## src/rtl/reorder_buffer_pkg.sv

```systemverilog
// Shared parameters, entry layout and nick/index helpers for the reorder buffer.
// Nick = entry index + 1; nick 0 means "no dependency".
package reorder_buffer_pkg;

  localparam int ROB_SIZE = 16;
  localparam int NICK_W   = 5;
  localparam int IDX_W    = 4;
  localparam int CNT_W    = 5;
  localparam int NAME_W   = 5;
  localparam int DATA_W   = 32;
  localparam int ADDR_W   = 32;

  typedef struct packed {
    logic              has_rd;
    logic [NAME_W-1:0] rd;
    logic              is_br;
    logic              is_st;
    logic              pd;
    logic              jmp;
    logic [DATA_W-1:0] dt;
    logic [ADDR_W-1:0] tgt;
  } rob_entry_t;

  function automatic logic [IDX_W-1:0] nick_to_idx(input logic [NICK_W-1:0] nick);
    return IDX_W'(nick - NICK_W'(1));
  endfunction

  function automatic logic [NICK_W-1:0] idx_to_nick(input logic [IDX_W-1:0] idx);
    return NICK_W'(idx) + NICK_W'(1);
  endfunction

endpackage

```

## src/rtl/reorder_buffer_rob_ptr_ctrl.sv

```systemverilog
// Head/tail/occupancy bookkeeping for the reorder buffer, including wrap and
// the flush that empties the buffer on a committed mispredict.
module rob_ptr_ctrl
  import reorder_buffer_pkg::*;
(
  input  logic             clk,
  input  logic             rst,
  input  logic             rdy,
  input  logic             alloc_req,
  input  logic             head_ready,
  input  logic             flush,
  output logic [IDX_W-1:0] head,
  output logic [IDX_W-1:0] tail,
  output logic [CNT_W-1:0] count,
  output logic             full,
  output logic             empty,
  output logic             alloc_fire,
  output logic             commit_fire
);

  assign full  = (count == CNT_W'(ROB_SIZE));
  assign empty = (count == '0);

  // Full is judged on the pre-commit count, so a commit never frees a slot for
  // an allocation in the same cycle; a flush throws the allocation away.
  assign alloc_fire  = alloc_req & rdy & ~full & ~flush;
  assign commit_fire = rdy & ~empty & head_ready;

  always_ff @(posedge clk) begin
    if (rst || flush) begin
      head  <= '0;
      tail  <= '0;
      count <= '0;
    end else if (rdy) begin
      if (commit_fire)
        head <= (head == IDX_W'(ROB_SIZE - 1)) ? '0 : head + IDX_W'(1);
      if (alloc_fire)
        tail <= (tail == IDX_W'(ROB_SIZE - 1)) ? '0 : tail + IDX_W'(1);
      case ({alloc_fire, commit_fire})
        2'b10:   count <= count + CNT_W'(1);
        2'b01:   count <= count - CNT_W'(1);
        default: count <= count;
      endcase
    end
  end

endmodule

```

## src/rtl/reorder_buffer.sv

```systemverilog
// In-order retirement buffer: allocates nicks, captures CDB results, commits in
// program order and flushes on branch mispredict. Optional operand forwarding
// is enabled by defining ROB_FWD_EN.
module reorder_buffer
  import reorder_buffer_pkg::*;
(
  input  logic              clk,
  input  logic              rst,
  input  logic              rdy,
  input  logic              iDP_en,
  input  logic [NAME_W-1:0] iDP_rd_regnm,
  input  logic              iDP_has_rd,
  input  logic              iDP_is_br,
  input  logic              iDP_is_st,
  input  logic              iDP_pd,
  output logic [NICK_W-1:0] oDP_nick,
  output logic              oDP_full,
`ifdef ROB_FWD_EN
  input  logic [NICK_W-1:0] iDP_q1_nick,
  input  logic [NICK_W-1:0] iDP_q2_nick,
  output logic              oDP_q1_rdy,
  output logic              oDP_q2_rdy,
  output logic [DATA_W-1:0] oDP_q1_dt,
  output logic [DATA_W-1:0] oDP_q2_dt,
`endif
  output logic              oRF_nick_en,
  output logic [NAME_W-1:0] oRF_nick_regnm,
  output logic [NICK_W-1:0] oRF_nick,
  input  logic              iCDB_en,
  input  logic [NICK_W-1:0] iCDB_nick,
  input  logic [DATA_W-1:0] iCDB_dt,
  input  logic              iCDB_jmp,
  input  logic [ADDR_W-1:0] iCDB_tgt,
  output logic              oRF_en,
  output logic [NAME_W-1:0] oRF_rd_regnm,
  output logic [DATA_W-1:0] oRF_rd_dt,
  output logic [NICK_W-1:0] oRF_rd_nick,
  output logic              oLSB_st_en,
  output logic [NICK_W-1:0] oLSB_st_nick,
  output logic              oclr,
  output logic [ADDR_W-1:0] oIF_pc
);

  rob_entry_t          ent [ROB_SIZE];
  logic [ROB_SIZE-1:0] valid;
  logic [ROB_SIZE-1:0] ready;

  logic [IDX_W-1:0] head;
  logic [IDX_W-1:0] tail;
  logic [CNT_W-1:0] count;
  logic             full;
  logic             empty;
  logic             alloc_fire;
  logic             commit_fire;
  logic             head_ready;
  logic             mispredict;
  logic             flush;
  logic [IDX_W-1:0] cdb_idx;
  logic             cdb_hit;
  rob_entry_t       head_ent;

  assign head_ent   = ent[head];
  assign head_ready = valid[head] & ready[head];
  assign mispredict = head_ent.is_br & (head_ent.jmp != head_ent.pd);
  assign flush      = commit_fire & mispredict;

  assign cdb_idx = nick_to_idx(iCDB_nick);
  assign cdb_hit = iCDB_en & (iCDB_nick != '0) & (iCDB_nick <= NICK_W'(ROB_SIZE)) & valid[cdb_idx];

  rob_ptr_ctrl u_ptr (
    .clk         (clk),
    .rst         (rst),
    .rdy         (rdy),
    .alloc_req   (iDP_en),
    .head_ready  (head_ready),
    .flush       (flush),
    .head        (head),
    .tail        (tail),
    .count       (count),
    .full        (full),
    .empty       (empty),
    .alloc_fire  (alloc_fire),
    .commit_fire (commit_fire)
  );

  assign oDP_nick = idx_to_nick(tail);
  assign oDP_full = full;

  always_comb begin
    oRF_nick_en    = 1'b0;
    oRF_nick_regnm = '0;
    oRF_nick       = '0;
    if (alloc_fire && iDP_has_rd && (iDP_rd_regnm != '0)) begin
      oRF_nick_en    = 1'b1;
      oRF_nick_regnm = iDP_rd_regnm;
      oRF_nick       = idx_to_nick(tail);
    end
  end

  // Commit clears the head before alloc/CDB update; they never alias because
  // alloc is refused when full and CDB only targets live entries.
  always_ff @(posedge clk) begin
    if (rst || flush) begin
      valid <= '0;
      ready <= '0;
    end else if (rdy) begin
      if (commit_fire) begin
        valid[head] <= 1'b0;
        ready[head] <= 1'b0;
      end
      if (alloc_fire) begin
        valid[tail] <= 1'b1;
        ready[tail] <= 1'b0;
      end
      if (cdb_hit)
        ready[cdb_idx] <= 1'b1;
    end
  end

  always_ff @(posedge clk) begin
    if (rdy && !flush) begin
      if (alloc_fire) begin
        ent[tail].has_rd <= iDP_has_rd;
        ent[tail].rd     <= iDP_rd_regnm;
        ent[tail].is_br  <= iDP_is_br;
        ent[tail].is_st  <= iDP_is_st;
        ent[tail].pd     <= iDP_pd;
      end
      if (cdb_hit) begin
        ent[cdb_idx].dt  <= iCDB_dt;
        ent[cdb_idx].jmp <= iCDB_jmp;
        ent[cdb_idx].tgt <= iCDB_tgt;
      end
    end
  end

  // Commit outputs hold for exactly one cycle after the deciding edge.
  always_ff @(posedge clk) begin
    oRF_en       <= 1'b0;
    oRF_rd_regnm <= '0;
    oRF_rd_dt    <= '0;
    oRF_rd_nick  <= '0;
    oLSB_st_en   <= 1'b0;
    oLSB_st_nick <= '0;
    oclr         <= 1'b0;
    oIF_pc       <= '0;
    if (!rst && commit_fire) begin
      if (head_ent.has_rd && (head_ent.rd != '0)) begin
        oRF_en       <= 1'b1;
        oRF_rd_regnm <= head_ent.rd;
        oRF_rd_dt    <= head_ent.dt;
        oRF_rd_nick  <= idx_to_nick(head);
      end
      if (head_ent.is_st) begin
        oLSB_st_en   <= 1'b1;
        oLSB_st_nick <= idx_to_nick(head);
      end
      if (mispredict) begin
        oclr   <= 1'b1;
        oIF_pc <= head_ent.tgt;
      end
    end
  end

`ifdef ROB_FWD_EN
  logic [IDX_W-1:0] q1_idx;
  logic [IDX_W-1:0] q2_idx;

  assign q1_idx = nick_to_idx(iDP_q1_nick);
  assign q2_idx = nick_to_idx(iDP_q2_nick);

  // A result on the CDB this cycle wins over the (not yet updated) entry.
  always_comb begin
    oDP_q1_rdy = 1'b0;
    oDP_q1_dt  = '0;
    oDP_q2_rdy = 1'b0;
    oDP_q2_dt  = '0;
    if ((iDP_q1_nick != '0) && (iDP_q1_nick <= NICK_W'(ROB_SIZE))) begin
      if (iCDB_en && (iCDB_nick == iDP_q1_nick)) begin
        oDP_q1_rdy = 1'b1;
        oDP_q1_dt  = iCDB_dt;
      end else if (valid[q1_idx] && ready[q1_idx]) begin
        oDP_q1_rdy = 1'b1;
        oDP_q1_dt  = ent[q1_idx].dt;
      end
    end
    if ((iDP_q2_nick != '0) && (iDP_q2_nick <= NICK_W'(ROB_SIZE))) begin
      if (iCDB_en && (iCDB_nick == iDP_q2_nick)) begin
        oDP_q2_rdy = 1'b1;
        oDP_q2_dt  = iCDB_dt;
      end else if (valid[q2_idx] && ready[q2_idx]) begin
        oDP_q2_rdy = 1'b1;
        oDP_q2_dt  = ent[q2_idx].dt;
      end
    end
  end
`endif

endmodule

```

## config.mk

```make
export PLATFORM = sky130hd
export DESIGN_NAME = reorder_buffer
export DESIGN_NICKNAME = d
export VERILOG_FILES = /design/src/rtl/reorder_buffer_pkg.sv /design/src/rtl/reorder_buffer_rob_ptr_ctrl.sv /design/src/rtl/reorder_buffer.sv
export SDC_FILE = /design/constraint.sdc
export NUM_CORES = 1
export LEC_CHECK = 0
export CORE_MARGIN = 4
export CORE_UTILIZATION = 60
export DETAILED_ROUTE_END_ITERATION = 7
export PLACE_DENSITY = 0.82
export SLEW_MARGIN = 40
export SYNTH_ARGS = -nofsm -noshare
export SYNTH_HDL_FRONTEND = slang
export SYNTH_SLANG_ARGS = --single-unit
export TNS_END_PERCENT = 20
```

## constraint.sdc

```tcl
create_clock -name clk -period 28.6 [get_ports clk]
set_input_delay 8.58 -clock clk [delete_from_list [all_inputs] [get_ports clk]]
set_output_delay 8.58 -clock clk [all_outputs]
set_load 0.05 [all_outputs]
```

# Word-level counts from Yosys, hierarchy flattened
# Memories as Yosys holds them, arrays and structs flattened. A register that Yosys moved wholly into a read port is not among the register bits.
# Cells that the tools add are included.
[word_totals] output_inout_bits=99 ff_bits=127 n_memories=1 wordCells=117 mem_bits_rw=1184 input_bits=84
[mem_list] memory="ent" words=16 width=74 read_ports=1 rd_clocked_by_memory_dff=1 wr=2 line="reorder_buffer.sv:44" rtl="rob_entry_t ent [ROB_SIZE];"
[classes] n_mux=40 eq_ne=6 bitwise_logic=21 add_sub_neg=7 magnitude_cmp=7 reduce_logical=22
[op_table] cell="$mux 16" count=11
[op_table] cell="$and 16x16->16" count=3
[op_table] cell="$not 16->16" count=2
[op_table] cell="$or 16x16->16" count=2
[op_table] cell="$mux 1" count=16
[op_table] cell="$mux 4" count=4
[op_table] cell="$lt 4x5->1 const B" count=3
[op_table] cell="$reduce_bool 5->1" count=3
[op_table] cell="$bmux 1 s4" count=3
[op_table] cell="$demux 1 s4" count=3
[op_table] cell="$ge 4x1->1 const B" count=3
[op_table] cell="$reduce_and 2->1" count=6
[op_table] cell="$and 1x1->1" count=11
[op_table] cell="$add 4x1->5 const B" count=2
[op_table] cell="$mux 5" count=2
[op_table] cell="$pmux 5 s2" count=1
[op_table] cell="$add 4x1->4 const B" count=2
[op_table] cell="$eq 4x4->1 const B" count=2
[op_table] cell="$logic_and 1x1->1" count=8
[op_table] cell="$add 5x1->5 const B" count=1
[op_table] cell="$eq 5x5->1 const B" count=1
[op_table] cell="$le 5x5->1 const B" count=1
[op_table] cell="$logic_not 5->1" count=1
[op_table] cell="$sub 5x1->5 const B" count=1
[op_table] cell="other kinds (8)" count=11

# Longest topological paths before layout
[logic_depth] depth_word=15 mapped_depth=21 ltp_nobuf=16

# By module
# Synthesis repeated with hierarchy kept, for this count alone.
[hier_totals] hier_cells=2259 hier_area_um2=50085.5
[by_module_without_submodules] mod="reorder_buffer" cells_each=2169 n_inst=1 area_per_inst_um2=49306.0
[by_module_without_submodules] mod="rob_ptr_ctrl" cells_each=90 n_inst=1 area_per_inst_um2=779.5

# Least setup slack after synthesis
# No wires, ideal clock.
[synth_timing] path_kind="input to output" start="input rdy" end="output oRF_nick[2]" path_buffers=1 required_time_ps=20020 path_stages=8 slack_ps=9532 arrival_ps=10488 path_cell_list="buf_6 -> inv_1 -> a21oi_1 -> nand4_1 -> a21boi_4 -> a41oi_4 -> o211ai_1 -> nor2b_1"
[synth_via] elab_chain_cells=8 elab_cells_between_ends=10 classes_between="mux (1); bitwise (7); reduce/logical (2)"
[synth_lines] item="start, declared" line="reorder_buffer.sv:9" rtl="input logic rdy,"
[synth_lines] item="$and 1x1->1 (2 in series)" line="reorder_buffer_rob_ptr_ctrl.sv:27" rtl="assign commit_fire = rdy & ~empty & head_ready;"
[synth_lines] item="$and 1x1->1" line="reorder_buffer.sv:65" rtl="assign flush = commit_fire & mispredict;"
[synth_lines] item="$not 1->1" line="reorder_buffer_rob_ptr_ctrl.sv:26" rtl="assign alloc_fire = alloc_req & rdy & ~full & ~flush;"
[synth_lines] item="$and 1x1->1 (*)" line="reorder_buffer_rob_ptr_ctrl.sv:26"
[synth_lines] item="$logic_and 1x1->1 (*) (2 in series)" line="reorder_buffer.sv:93" rtl="if (alloc_fire && iDP_has_rd && (iDP_rd_regnm != '0)) begin"
[synth_lines] item="$mux 5 (*)" line="reorder_buffer.sv:93"
[synth_lines] item="end, declared" line="reorder_buffer.sv:28" rtl="output logic [NICK_W-1:0] oRF_nick,"
# Mark *: on every way between the ends. The rest lies on a longest branch, timed or not.

# Final worst setup path
[layout_timing] start="input rdy" end="output oRF_nick_en"
[layout_via] elab_chain_cells=8 elab_cells_between_ends=10 classes_between="mux (1); bitwise (7); reduce/logical (2)"
[layout_lines] item="$and 1x1->1 (2 in series)" line="reorder_buffer_rob_ptr_ctrl.sv:27"
[layout_lines] item="$and 1x1->1" line="reorder_buffer.sv:65"
[layout_lines] item="$not 1->1" line="reorder_buffer_rob_ptr_ctrl.sv:26"
[layout_lines] item="$and 1x1->1 (*)" line="reorder_buffer_rob_ptr_ctrl.sv:26"
[layout_lines] item="$logic_and 1x1->1 (*) (2 in series)" line="reorder_buffer.sv:93"
[layout_lines] item="$mux 1 (*)" line="reorder_buffer.sv:93"
[layout_lines] item="end, declared" line="reorder_buffer.sv:26" rtl="output logic oRF_nick_en,"
# Marked as above.

==> impl_metrics.tcl <==
set metrics [dict create \
    worstSetupPathType "input port to output pin" \
    grt_pass1_vias 26500 \
    drt-total-wl_um 126000 \
    first_iter_violations 4104 \
    synthArstFlopShare_pct 0 \
    r2r-end "u_ptr.count[4]" \
    synthesis.nets 2366 \
    startpoint_type "input port" \
    p_switching_w 0.000756 \
    core-area_um2 82500 \
    multi_input_area_um2 11300 \
    fillers 4539 \
    portBuffers 182 \
    vias 25200 \
    min_path_cells 2 \
    synth_common_cells "1184 x edfxtp_1, 373 x mux4_2, 131 x dfxtp_1" \
    r2r_slack_ns 23.10 \
    synth_top_area_cell "edfxtp_1" \
    path_max_fanout 19 \
    layout_min_cycle_time_ns 20.61 \
    fin_tns_setup_ns 0 \
    outcome "completed" \
    cts_hold_buf 0 \
    dieArea_um2 88300 \
    die_w_um 297 \
    cts_buffers 119 \
    wl_per_cell_um 34.2 \
    pre_cts_ws_ns 8.17 \
    post-route-drc-count 0 \
    synth-seq-cells 1315 \
    yosysTopAreaCellShare_pct 70.9 \
    p_clk_share_pct 44.2 \
    final_antenna_net_count 0 \
    yosysSeqAreaShare_pct 76.1 \
    hold_start "ready[13]" \
    reg2reg_depth 17 \
    numClockSinks 1315 \
    netlist_area_um2 50100 \
    hold_viol 0 \
    initial_core_util_pct 60.8 \
    nets 2606 \
    antenna_found_initial 19 \
    clk_pin_slew_worst_paths_ns 0.06 \
    grt_pass1_wl_um 184000 \
    power_frac_comb_pct 1.4 \
    power_density_nw_per_um2 66.6 \
    cts_tree "built" \
    grt_use_total_pct 28.6 \
    synthFlopType "edfxtp_1" \
    finalCritPeriodShare_pct 72.1 \
    peakVddDrop_mv 0.0534 \
    synth.most_common_cell "edfxtp_1" \
    power_leakage_nw 17.9 \
    setup_slack_ns 7.99 \
    rsz0062_at_grt "no" \
    io_pins 183 \
    ctsResizeCount 0 \
    vias_per_cell 6.83 \
    p_int_w 0.00309 \
    relSlewSlack_pct 39.4 \
    setup_viol 0 \
    grt.overflow.total 0 \
    ff_latch_area_um2 38200 \
    first_pass_iters 6 \
    p_sw_share_pct 19.7 \
    design_power_total_w 0.00385 \
    synth_area_leaders "edfxtp_1 71%, mux4_2 17%, dfxtp_1 5.2%" \
    drive_above_1_share_pct 25.2 \
    yosys_warnings 0 \
    end_kind "output pin" \
    hold_ws_ns 0.491 \
    synth.avg_cell_area_um2 22.1 \
    clockRootBuffer "clkbuf_16" \
    fin_skew_ns 0.0409 \
    hold_class "flop to flop" \
    cap_viol_max_count 0 \
    cp.arrival_ns 12.03 \
    grt_max_degree 78 \
    max_slew.worst_pin.slew_ns 0.909 \
    cts.path.max_buffers 3 \
    areaGrowthSynthToFinish_pct 15.2 \
    synth_edf_count 1184 \
    fmax_mhz 48.5 \
    final_core_util_pct 70.0 \
    htree_levels 3 \
    num_rows 105 \
    hpwlAfterDp_um 62300 \
    clkLatencyLatePin_ns 0.71 \
    post_cts_buffers 0 \
    critical_path_required_ns 20.02 \
    gp_congestion 0.897 \
    power_frac_seq_pct 54.4 \
    die_h_um 297 \
    min_to "ready[13]" \
    maxSlewViolCount 0 \
    synth_cell_types 66 \
    synth_cells 2266 \
]
-- metal layers --
metal	part of all wire (%)	GRT usage (%)	vias up
met4	3.3	9.90	10
met2	52	48.4	1965
met1	34	38.0	13100
li1	-	-	9915
met3	11	5.15	272
met5	0.053	0	-
-- cell families after synthesis --
family / Yosys count / synth area share [%]
flip-flops: 1315 / 76.1
multiplexers: 392 / 17.2
AND/OR/NAND/NOR: 254 / 2.69
buffers and inverters: 159 / 1.60
AO/OA/AOI/OAI: 109 / 1.61
XOR/XNOR: 21 / 0.367
adder cells (fa/ha/maj): 16 / 0.399
-- worst max path at each step --
stage | to | startpoint | slack [ns] | cells after the start
4_1_cts | oRF_nick_en | rdy | 8.08 | 10
6_report | oRF_nick_en | rdy | 7.99 | 10
3_3_place_gp | oRF_nick[2] | rdy | 8.30 | 10
5_1_grt | oRF_nick_en | rdy | 7.85 | 10
3_5_place_dp | oRF_nick[0] | rdy | 8.17 | 10
2_1_floorplan | oRF_nick[2] | rdy | 9.53 | 8
-- state kept, by name, summed over array words and instances (netlist names), named ones only --
signal	cells
ent	1184
oIF_pc	32
oRF_rd_dt	32
ready	16
valid	16
oLSB_st_nick	5
oRF_rd_nick	5
oRF_rd_regnm	5
u_ptr.count	5
u_ptr.head	4
u_ptr.tail	4
oLSB_st_en	1
oRF_en	1
oclr	1
-- power by group through the flow --
stage                     clock network, W   logic, W  registers, W
after floorplan                          0  0.0000146       0.00213
after detailed placement                 0  0.0000533       0.00213
after CTS                          0.00171  0.0000541       0.00209
after global placement                   0  0.0000487       0.00213
final                              0.00170  0.0000556       0.00209
after global routing               0.00180  0.0000596       0.00209
-- area by class of cell --
cell class	instances	area share, %
Antenna cell	14	0.0607
Multi-Input combinational cell	792	19.6
Sequential cell	1315	66.1
Clock inverter	69	1.55
Tap cell	1070	2.32
Clock buffer	157	5.69
Timing Repair Buffer	234	4.33
Inverter	44	0.299
-- per-stage QoR --
| stage | instances | cell area [µm²] |
|---|---|---|
| floorplan | 2266 | 50100 |
| global placement | 3441 | 53100 |
| detailed placement | 3451 | 53400 |
| CTS | 3677 | 57600 |
| global route | 3693 | 57700 |
| finish | 3695 | 57700 |
-- cell usage in the layout, fill, tap and decap left out, drive strengths merged, types with 16 or more instances in the layout --
master,count
edfxtp,1184
mux4,375
clkdlybuf4s50,182
clkbuf,159
dfxtp,131
nor2b,75
inv,50
buf,50
nor2,47
nand2,44
clkinv,41
a21oi,35
nand3,30
bufinv,19
mux2i,16
o31ai,16
ha,16
-- critical path: stages --
cell and delay (ns):
clkdlybuf4s50_1 0.46, buf_4 0.22, inv_1 0.16, a21oi_1 0.19, nand4_1 0.21, a21boi_4 0.37
a41oi_4 0.37, o211ai_1 0.49, inv_1 0.17, clkdlybuf4s50_1 0.78
Power figures use the tool's default switching activity.
